==> config.mk <==
export PLATFORM = sky130hd
export DESIGN_NAME = sdram_port_arbiter
export DESIGN_NICKNAME = d
export VERILOG_FILES = /design/src/rtl/sdram_port_arbiter.sv
export SDC_FILE = /design/constraint.sdc
export NUM_CORES = 1
export LEC_CHECK = 0
export CORE_MARGIN = 2
export CORE_UTILIZATION = 27
export CTS_CLUSTER_SIZE = 8
export DETAILED_ROUTE_END_ITERATION = 10
export MAX_ROUTING_LAYER = met4
export PLACE_DENSITY = 0.83
export SYNTH_ARGS = -nofsm -noshare
export SYNTH_HDL_FRONTEND = slang
export SYNTH_SLANG_ARGS = --single-unit
==> constraint.sdc <==
create_clock -name iCLK -period 2.4 [get_ports iCLK]
set_clock_uncertainty 0.1 [all_clocks]
set_input_delay 0.48 -clock iCLK [delete_from_list [all_inputs] [get_ports iCLK]]
set_output_delay 0.48 -clock iCLK [all_outputs]
set_load 0.02 [all_outputs]
==> src/rtl/sdram_port_arbiter.sv <==
// sdram_port_arbiter: shares the SDRAM controller slave port between the real-time frame reader
// and the bulk frame writer, with streak-based fairness and a cap on outstanding reads.
module sdram_port_arbiter #(
  parameter int ADDR_W        = 25,
  parameter int DATA_W        = 16,
  parameter int MAX_PENDING   = 8,
  parameter int RD_STREAK_MAX = 32,
  parameter int WR_STREAK_MAX = 4
) (
  input  logic              iCLK,
  input  logic              iRST,
  input  logic              iLOAD_MODE,
  input  logic              iRD_EN,
  input  logic [ADDR_W-1:0] iRD_ADDR,
  output logic              oRD_WAIT_REQUEST,
  output logic [DATA_W-1:0] oRD_DATA,
  output logic              oRD_DATAVALID,
  input  logic              iWR_EN,
  input  logic [ADDR_W-1:0] iWR_ADDR,
  input  logic [DATA_W-1:0] iWR_DATA,
  output logic              oWR_WAIT_REQUEST,
  output logic [ADDR_W-1:0] oSDRAM_ADDR,
  output logic [DATA_W-1:0] oSDRAM_WRITEDATA,
  output logic              oSDRAM_READ_N,
  output logic              oSDRAM_WRITE_N,
  input  logic              iSDRAM_WAIT_REQUEST,
  input  logic [DATA_W-1:0] iSDRAM_READDATA,
  input  logic              iSDRAM_READDATAVALID,
  output logic [3:0]        oPENDING
);
  localparam int RSW = $clog2(RD_STREAK_MAX + 1);
  localparam int WSW = $clog2(WR_STREAK_MAX + 1);
  typedef enum logic [1:0] {NONE, RD, WR} owner_t;
  owner_t owner, owner_n;
  logic [3:0] pending, pending_n;
  logic [RSW-1:0] rd_streak, rd_streak_n;
  logic [WSW-1:0] wr_streak, wr_streak_n;
  logic rd_ok, rd_strobe, wr_strobe, rd_acc, wr_acc, rd_elig, rearb;
  always_comb begin
    rd_ok = pending != 4'(MAX_PENDING);
    rd_strobe = (owner == RD) & iRD_EN & rd_ok;
    wr_strobe = (owner == WR) & iWR_EN;
    rd_acc = rd_strobe & ~iSDRAM_WAIT_REQUEST;
    wr_acc = wr_strobe & ~iSDRAM_WAIT_REQUEST;
    rd_elig = iRD_EN & rd_ok;
    rearb = (owner == NONE) | rd_acc | wr_acc | ((owner == RD) & ~iRD_EN) | ((owner == WR) & ~iWR_EN);
    rd_streak_n = (wr_acc | ~iWR_EN) ? '0 :
                  (rd_acc & (rd_streak != RSW'(RD_STREAK_MAX))) ? rd_streak + 1'b1 : rd_streak;
    wr_streak_n = (rd_acc | ~iRD_EN) ? '0 :
                  (wr_acc & (wr_streak != WSW'(WR_STREAK_MAX))) ? wr_streak + 1'b1 : wr_streak;
    pending_n = (rd_acc & ~iSDRAM_READDATAVALID) ? pending + 4'd1 :
                (~rd_acc & iSDRAM_READDATAVALID & (pending != '0)) ? pending - 4'd1 : pending;
    owner_n = owner;
    // fairness decisions use the streaks as updated by this cycle's accept
    if (rearb)
      owner_n = iLOAD_MODE ? (iWR_EN ? WR : NONE) :
                (rd_elig & iWR_EN) ? (((owner == WR) && (wr_streak_n < WSW'(WR_STREAK_MAX))) ? WR :
                                      (rd_streak_n == RSW'(RD_STREAK_MAX)) ? WR : RD) :
                rd_elig ? RD : iWR_EN ? WR : NONE;
  end
  always_ff @(posedge iCLK) begin
    if (iRST) begin
      owner     <= NONE;
      pending   <= '0;
      rd_streak <= '0;
      wr_streak <= '0;
    end else begin
      owner     <= owner_n;
      pending   <= pending_n;
      rd_streak <= rd_streak_n;
      wr_streak <= wr_streak_n;
    end
  end
  assign oSDRAM_ADDR      = (owner == RD) ? iRD_ADDR : (owner == WR) ? iWR_ADDR : '0;
  assign oSDRAM_WRITEDATA = iWR_DATA;
  assign oSDRAM_READ_N    = ~rd_strobe;
  assign oSDRAM_WRITE_N   = ~wr_strobe;
  assign oRD_WAIT_REQUEST = (owner != RD) | ~rd_ok | iSDRAM_WAIT_REQUEST;
  assign oWR_WAIT_REQUEST = (owner != WR) | iSDRAM_WAIT_REQUEST;
  assign oRD_DATA         = iSDRAM_READDATA;
  assign oRD_DATAVALID    = iSDRAM_READDATAVALID & ~iRST;
  assign oPENDING         = pending;
endmodule
==> metrics.yaml, run 1 <==
synth_xor_xnor_area_share: 0.03822
first_pass_grt_wire_length_um: 6927
die_height_um: 81.08
yosys_warnings: 0
required_ns: 1.82
yosysSeqAreaShare: 0.1872
share_seq_of_total_power: 0.240
worst_hold_path_type: "flop to flop"
power_report.internal_total_uw: 841.1
antenna_found_initial: 0
power.switching_uw: 508.6
power.share.combinational: 0.604
num_vias: 1624
drcViolationCount: 0
mappedNetlistNets: 284
critPathKind: "primary input to primary output"
muxShareOfSynthArea: 0.02496
insertedDiodeCount: 0
ys_seq_elements: 15
cts_tree: "done"
yosys_most_used_dff: "sky130_fd_sc_hd__dfxtp_1"
gp_congestion: 0.8104
finish.net_count: 354
synth-edff-count: 0
flow.area_growth_from_synthesis_pct: 59.36
grtUsageTotal: 0.1358
setup_repair_after_global_routing_missed_its_margin: "false"
starting_density_of_the_core: 0.2758
worst_slew_margin_rel: 0.7165
power.switching_fraction: 0.3768
h_tree_level_count: 1
wl_um: 4789
final_min_period_over_clock_period: 0.9680
setup.worst_path.end_class: "primary output"
placement_rows: 28
wl_per_cell_um: 14.42
fmax_ghz: 0.4304
grt_pass1_vias: 1484
layout_cell_share_with_drive_strength_beyond_1: 0.1634
irDropWorstVdd_uv: 597.5
overflow: 0
antenna_violation_net_count_after_detailed_routing: 0
clkTransAtPathRegs_ns: 0.06
maxCapViolations: 0
post_cts_hold_fix_bufs: 0
timing.reg2reg.worst_path_depth: 8
worst-path-max-fanout: 3
ioPinCount: 155
synth_simple_gate_area_frac: 0.1700
cp_data_arrival_time_ns: 1.74
synth_top_family_by_area: "compound AO/OA/AOI/OAI gates"
timing.final.hold_violations: 0
setup_total_negative_slack_ns: 0
die_width_um: 81.08
mostFrequentLayoutCell: "sky130_fd_sc_hd__clkdlybuf4s50_1"
largest_buffer_count_on_any_clock_path: 2
layout.filler_cells: 583
asyncSetResetFlopFracSynth: 0
synth_adder_area_share: 0.05928
clock_insertion_delay_worst_skew_ns: 0.25
dpl_cell_area_um2: 2464
compound_gate_portion_of_the_synthesized_area: 0.2988
postLayoutCellArea_um2: 2556
post_drt_via_cell_ratio: 4.892
drt_pre_antenna_iters: 4
worstMarginPinSlew_ns: 0.4248
outcome: "complete, no violations"
buffer_ports.inserted: 90
maximum_number_of_pins_on_one_net_before_global_route_repair: 30
postSynthAreaPerCell_um2: 8.532
drt_iter0_markers: 40
synth_cell_types: 53
layout.core_utilization: 0.4395
cp-start-kind: "primary input"
detailedPlacementHpwl_um: 3839
holdPathStages: 1
most-common-layout-cells: "62 x sky130_fd_sc_hd__clkdlybuf4s50_1, 25 x sky130_fd_sc_hd__a22o_1, 22 x sky130_fd_sc_hd__dlymetal6s2s_1"
finalSetupViolations: 0
cell_area_after_synthesis_um2: 1604
power.static_leakage_uw: 0.001337
post_cts_buffers: 0
cts.sink_count: 15
cts-root-buf: "sky130_fd_sc_hd__clkbuf_8"
power.share.clock: 0.156
final.min_clock_period_ns: 2.323
core-area_um2: 5816
post_synthesis_instance_total: 188
power_density_nw_per_um2: 528.0
report.final.slew_viol_count: 0
numCtsBuffers: 3
fp.dieArea_um2: 6573
## worst max-delay path: stages
cell and delay [ns]:
sky130_fd_sc_hd__clkdlybuf4s50_1 0.46, sky130_fd_sc_hd__inv_1 0.08, sky130_fd_sc_hd__nor2_1 0.11, sky130_fd_sc_hd__clkdlybuf4s50_1 0.62
## power groups by stage
stage	clock network (uW)	registers [uW]	logic (uW)
after detailed placement	0	328	835
after CTS	219	323	832
after global placement	0	326	812
after global routing	232	329	878
final	211	323	816
after floorplan	0	357	492
## logic make-up after synthesis
logic type,Yosys count
AOI/OAI and AO/OA,56
buffers and inverters,52
and+or+nand+nor,47
DFF,15
xor gates and xnor gates,7
adders and majority gates,7
muxes,4
## routing by layer
metal,GRT usage,vias up,part of all wire
met5,-,-,0
met4,0.04746,0,0.019
met3,0.03444,12,0.086
met2,0.2314,67,0.50
met1,0.1543,749,0.39
li1,-,796,-
## worst paths after layout
| kind | from | endpoint | slack (ns) |
|---|---|---|---|
| max | iSDRAM_READDATAVALID | oRD_DATAVALID | 0.08 |
| min | oPENDING[3]$_SDFFE_PP0P_ | oPENDING[3]$_SDFFE_PP0P_ | 0.36 |
| max reg2reg | oPENDING[1]$_SDFFE_PP0P_ | oPENDING[3]$_SDFFE_PP0P_ | 0.10 |
| min reg2reg | oPENDING[3]$_SDFFE_PP0P_ | oPENDING[3]$_SDFFE_PP0P_ | 0.36 |
## what timing repair did
action,in CTS,in global routing
pin swaps,0,2
gates cloned,0,0
gates resized for setup,6,22
endpoints found under the setup margin,6,23
## layout make-up
type,instances,area (um2),share of cell area
flip-flops and latches,15,309.0,0.1209
well taps,75,93.84,0.03671
repair buffers,109,1116,0.4366
clock buffers,4,45.04,0.01762
inverters,8,30.03,0.01175
multi-input cells,121,962.2,0.3764
## Yosys cell counts (2+ instances only)
| library cell | count | share of area |
|---|---|---|
| sky130_fd_sc_hd__a21o_2 | 2 | 0.011 |
| sky130_fd_sc_hd__a21oi_1 | 5 | 0.016 |
| sky130_fd_sc_hd__a22o_1 | 25 | 0.14 |
| sky130_fd_sc_hd__a22oi_1 | 2 | 0.0094 |
| sky130_fd_sc_hd__and3b_1 | 3 | 0.016 |
| sky130_fd_sc_hd__buf_1 | 2 | 0.0047 |
| sky130_fd_sc_hd__buf_4 | 32 | 0.15 |
| sky130_fd_sc_hd__buf_6 | 4 | 0.028 |
| sky130_fd_sc_hd__clkbuf_1 | 5 | 0.012 |
| sky130_fd_sc_hd__dfxtp_1 | 15 | 0.19 |
| sky130_fd_sc_hd__ha_1 | 6 | 0.047 |
| sky130_fd_sc_hd__inv_1 | 8 | 0.019 |
| sky130_fd_sc_hd__mux2i_1 | 4 | 0.025 |
| sky130_fd_sc_hd__nand2_1 | 10 | 0.023 |
| sky130_fd_sc_hd__nand3_1 | 2 | 0.0062 |
| sky130_fd_sc_hd__nand3b_1 | 2 | 0.0094 |
| sky130_fd_sc_hd__nand4_1 | 4 | 0.016 |
| sky130_fd_sc_hd__nor2_1 | 14 | 0.033 |
| sky130_fd_sc_hd__nor2b_1 | 2 | 0.0078 |
| sky130_fd_sc_hd__o21ai_0 | 3 | 0.0094 |
| sky130_fd_sc_hd__xnor2_1 | 2 | 0.011 |
| sky130_fd_sc_hd__xor2_1 | 5 | 0.027 |
## metrics by stage
step / hold slack [ns] / std cells / total power [uW] / worst slack (ns)
floorplan: 0.3720 / 188 / 849.4 / 0.007758
global placement: 0.3408 / 328 / 1139 / -0.1199
detailed placement: 0.3450 / 328 / 1163 / -0.1913
CTS: 0.3570 / 332 / 1375 / 0.002651
global route: 0.3705 / 332 / 1439 / 0.01277
finish: 0.3564 / 332 / 1350 / 0.07671
## state kept, by name, summed over array words and instances (netlist names)
name / cells
owner: 2
wr_streak: 3
rd_streak: 6
oPENDING: 4
No activity file was read; power rests on OpenSTA's default activity.
==> inputs of run 2 (changes only) <==
==> constraint.sdc (replaced) <==
create_clock -name iCLK -period 1.9 [get_ports iCLK]
set_clock_uncertainty 0.1 [all_clocks]
set_input_delay 0.38 -clock iCLK [delete_from_list [all_inputs] [get_ports iCLK]]
set_output_delay 0.38 -clock iCLK [all_outputs]
set_load 0.02 [all_outputs]
==> metrics.yaml, run 2 (synthesis results as in run 1) <==
fp.dieArea_um2: 6573
placement_rows: 28
max_reg_flops: 6
overflow: 0
wl_um: 5425
worst_hold_path_type: "flop to flop"
report.power.total_uw: 1997
cp-start-kind: "flop"
buffer_ports.inserted: 90
antenna_violation_net_count_after_detailed_routing: 0
finish.net_count: 383
core-area_um2: 5816
insertedDiodeCount: 0
post_drt_via_cell_ratio: 4.950
detailedPlacementHpwl_um: 3875
critical_path.cell_chain: "or4b_4 -> nand4_1 -> ha_1 -> a21o_2 -> a21oi_2 -> nand2_1 -> o221a_2 -> a211oi_2"
power.static_leakage_uw: 0.001220
ioPinCount: 155
critPathKind: "flop to flop"
largest-register: "rd_streak"
grt.busiest_layer: "met2"
cp_data_arrival_time_ns: 2.32
final.min_clock_period_ns: 2.243
worst-path-max-fanout: 3
irDropWorstVdd_uv: 653.3
cts.sink_count: 15
met3_layer_usage_reported_by_global_route: 0.02222
die_height_um: 81.08
fmax_ghz: 0.4459
flow.area_growth_from_synthesis_pct: 81.20
outcome: "finished, violations left"
grt_met1_usage: 0.1953
setup_total_negative_slack_ns: -2.115
place_ws_ns: -0.6054
finalHoldWorstSlack_ns: 0.4383
timing.final.hold_violations: 0
num_vias: 1787
grtUsageMet2: 0.2471
regArea_um2: 311.5
clock_insertion_delay_worst_skew_ns: 0.26
setup.worst_path.end_class: "flop"
maxCapViolations: 0
worstMarginPinSlew_ns: 0.5090
numCtsBuffers: 3
drt_iter0_markers: 55
grtUsageTotal: 0.1539
setup_repair_after_global_routing_missed_its_margin: "true"
layout.filler_cells: 540
layout_cell_share_with_drive_strength_beyond_1: 0.3881
setup_slack_ns: -0.3428
crit_path_max_incr_delay_ns: 0.55
first_pass_grt_wire_length_um: 7783
violations_in_the_final_reports: "setup timing"
finalSetupViolations: 22
cts_tree: "done"
wl_per_cell_um: 15.03
antenna_found_initial: 0
h_tree_level_count: 1
multi_input_comb_area_um2: 1027
drcViolationCount: 0
worst_slew_margin_rel: 0.6562
die_width_um: 81.08
required_ns: 1.98
cts-root-buf: "sky130_fd_sc_hd__clkbuf_8"
report.final.slew_viol_count: 0
largest_buffer_count_on_any_clock_path: 2
final_min_period_over_clock_period: 1.180
power_density_nw_per_um2: 687.0
maximum_number_of_pins_on_one_net_before_global_route_repair: 26
critical_path.slowest_cell: "sky130_fd_sc_hd__or4b_4"
drt_pre_antenna_iters: 4
clkTransAtPathRegs_ns: 0.06
count_of_placed_standard_cells_including_taps: 342
mostFrequentLayoutCell: "sky130_fd_sc_hd__clkdlybuf4s50_1"
starting_density_of_the_core: 0.2758
finalNonFillerCells: 361
most-common-layout-cells: "59 x sky130_fd_sc_hd__clkdlybuf4s50_1, 37 x sky130_fd_sc_hd__buf_6, 33 x sky130_fd_sc_hd__buf_4"
grt_pass1_vias: 1664
gp_congestion: 0.8930
run 2: area by class of cell:
| class | instances | area share |
|---|---|---|
| clock buffer | 4 | 0.01550 |
| inverter | 8 | 0.01033 |
| multi-input combinational | 121 | 0.3534 |
| sequential | 15 | 0.1072 |
| tap | 75 | 0.03229 |
| timing repair buffer | 138 | 0.4813 |
run 2: metal layers:
| layer | wire (um) | vias to the layer above |
|---|---|---|
| met2 | 2738 | 51 |
| met3 | 292 | 21 |
| met1 | 2268 | 861 |
| met5 | 0 | - |
| met4 | 126 | 0 |
| li1 | - | 854 |
run 2: critical path, delay by kind of cell, from the launching register on:
kind	cells	cell delay, ns
and+or+nand+nor	3	0.77
DFF	1	0.34
adders and majority gates	1	0.24
AOI/OAI and AO/OA	4	0.71
run 2: power by group:
group,total [uW],internal [uW],switching (uW)
combinational,1340,755,583
clock,273,149,123
sequential,386,362,23.8
total,2000,1270,730
run 2: worst paths after layout:
path / slack [ns] / end / from / cells after the start
hold / removal: 0.44 / oPENDING[3]$_SDFFE_PP0P_ / oPENDING[3]$_SDFFE_PP0P_ / 2
setup / recovery: -0.34 / oPENDING[3]$_SDFFE_PP0P_ / oPENDING[1]$_SDFFE_PP0P_ / 8
setup reg to reg: -0.34 / oPENDING[3]$_SDFFE_PP0P_ / oPENDING[1]$_SDFFE_PP0P_ / 8
hold reg to reg: 0.44 / oPENDING[3]$_SDFFE_PP0P_ / oPENDING[3]$_SDFFE_PP0P_ / 2
run 2: stage by stage:
| step | cell area, um2 | utilization |
|---|---|---|
| after floorplan | 1624 | - |
| after global placement | 2569 | 0.4417 |
| after detailed placement | 2569 | 0.4417 |
| after CTS | 2670 | 0.4591 |
| after global routing | 2907 | 0.4998 |
| final | 2907 | 0.4998 |
run 2: repair_timing:
item                       4_1_cts  5_1_grt
buffers inserted                 7        5
cloned                           2        1
pin swaps                        4       12
gates resized for setup        139       60
hold buffers                     0        0
setup endpoints to repair       37       39
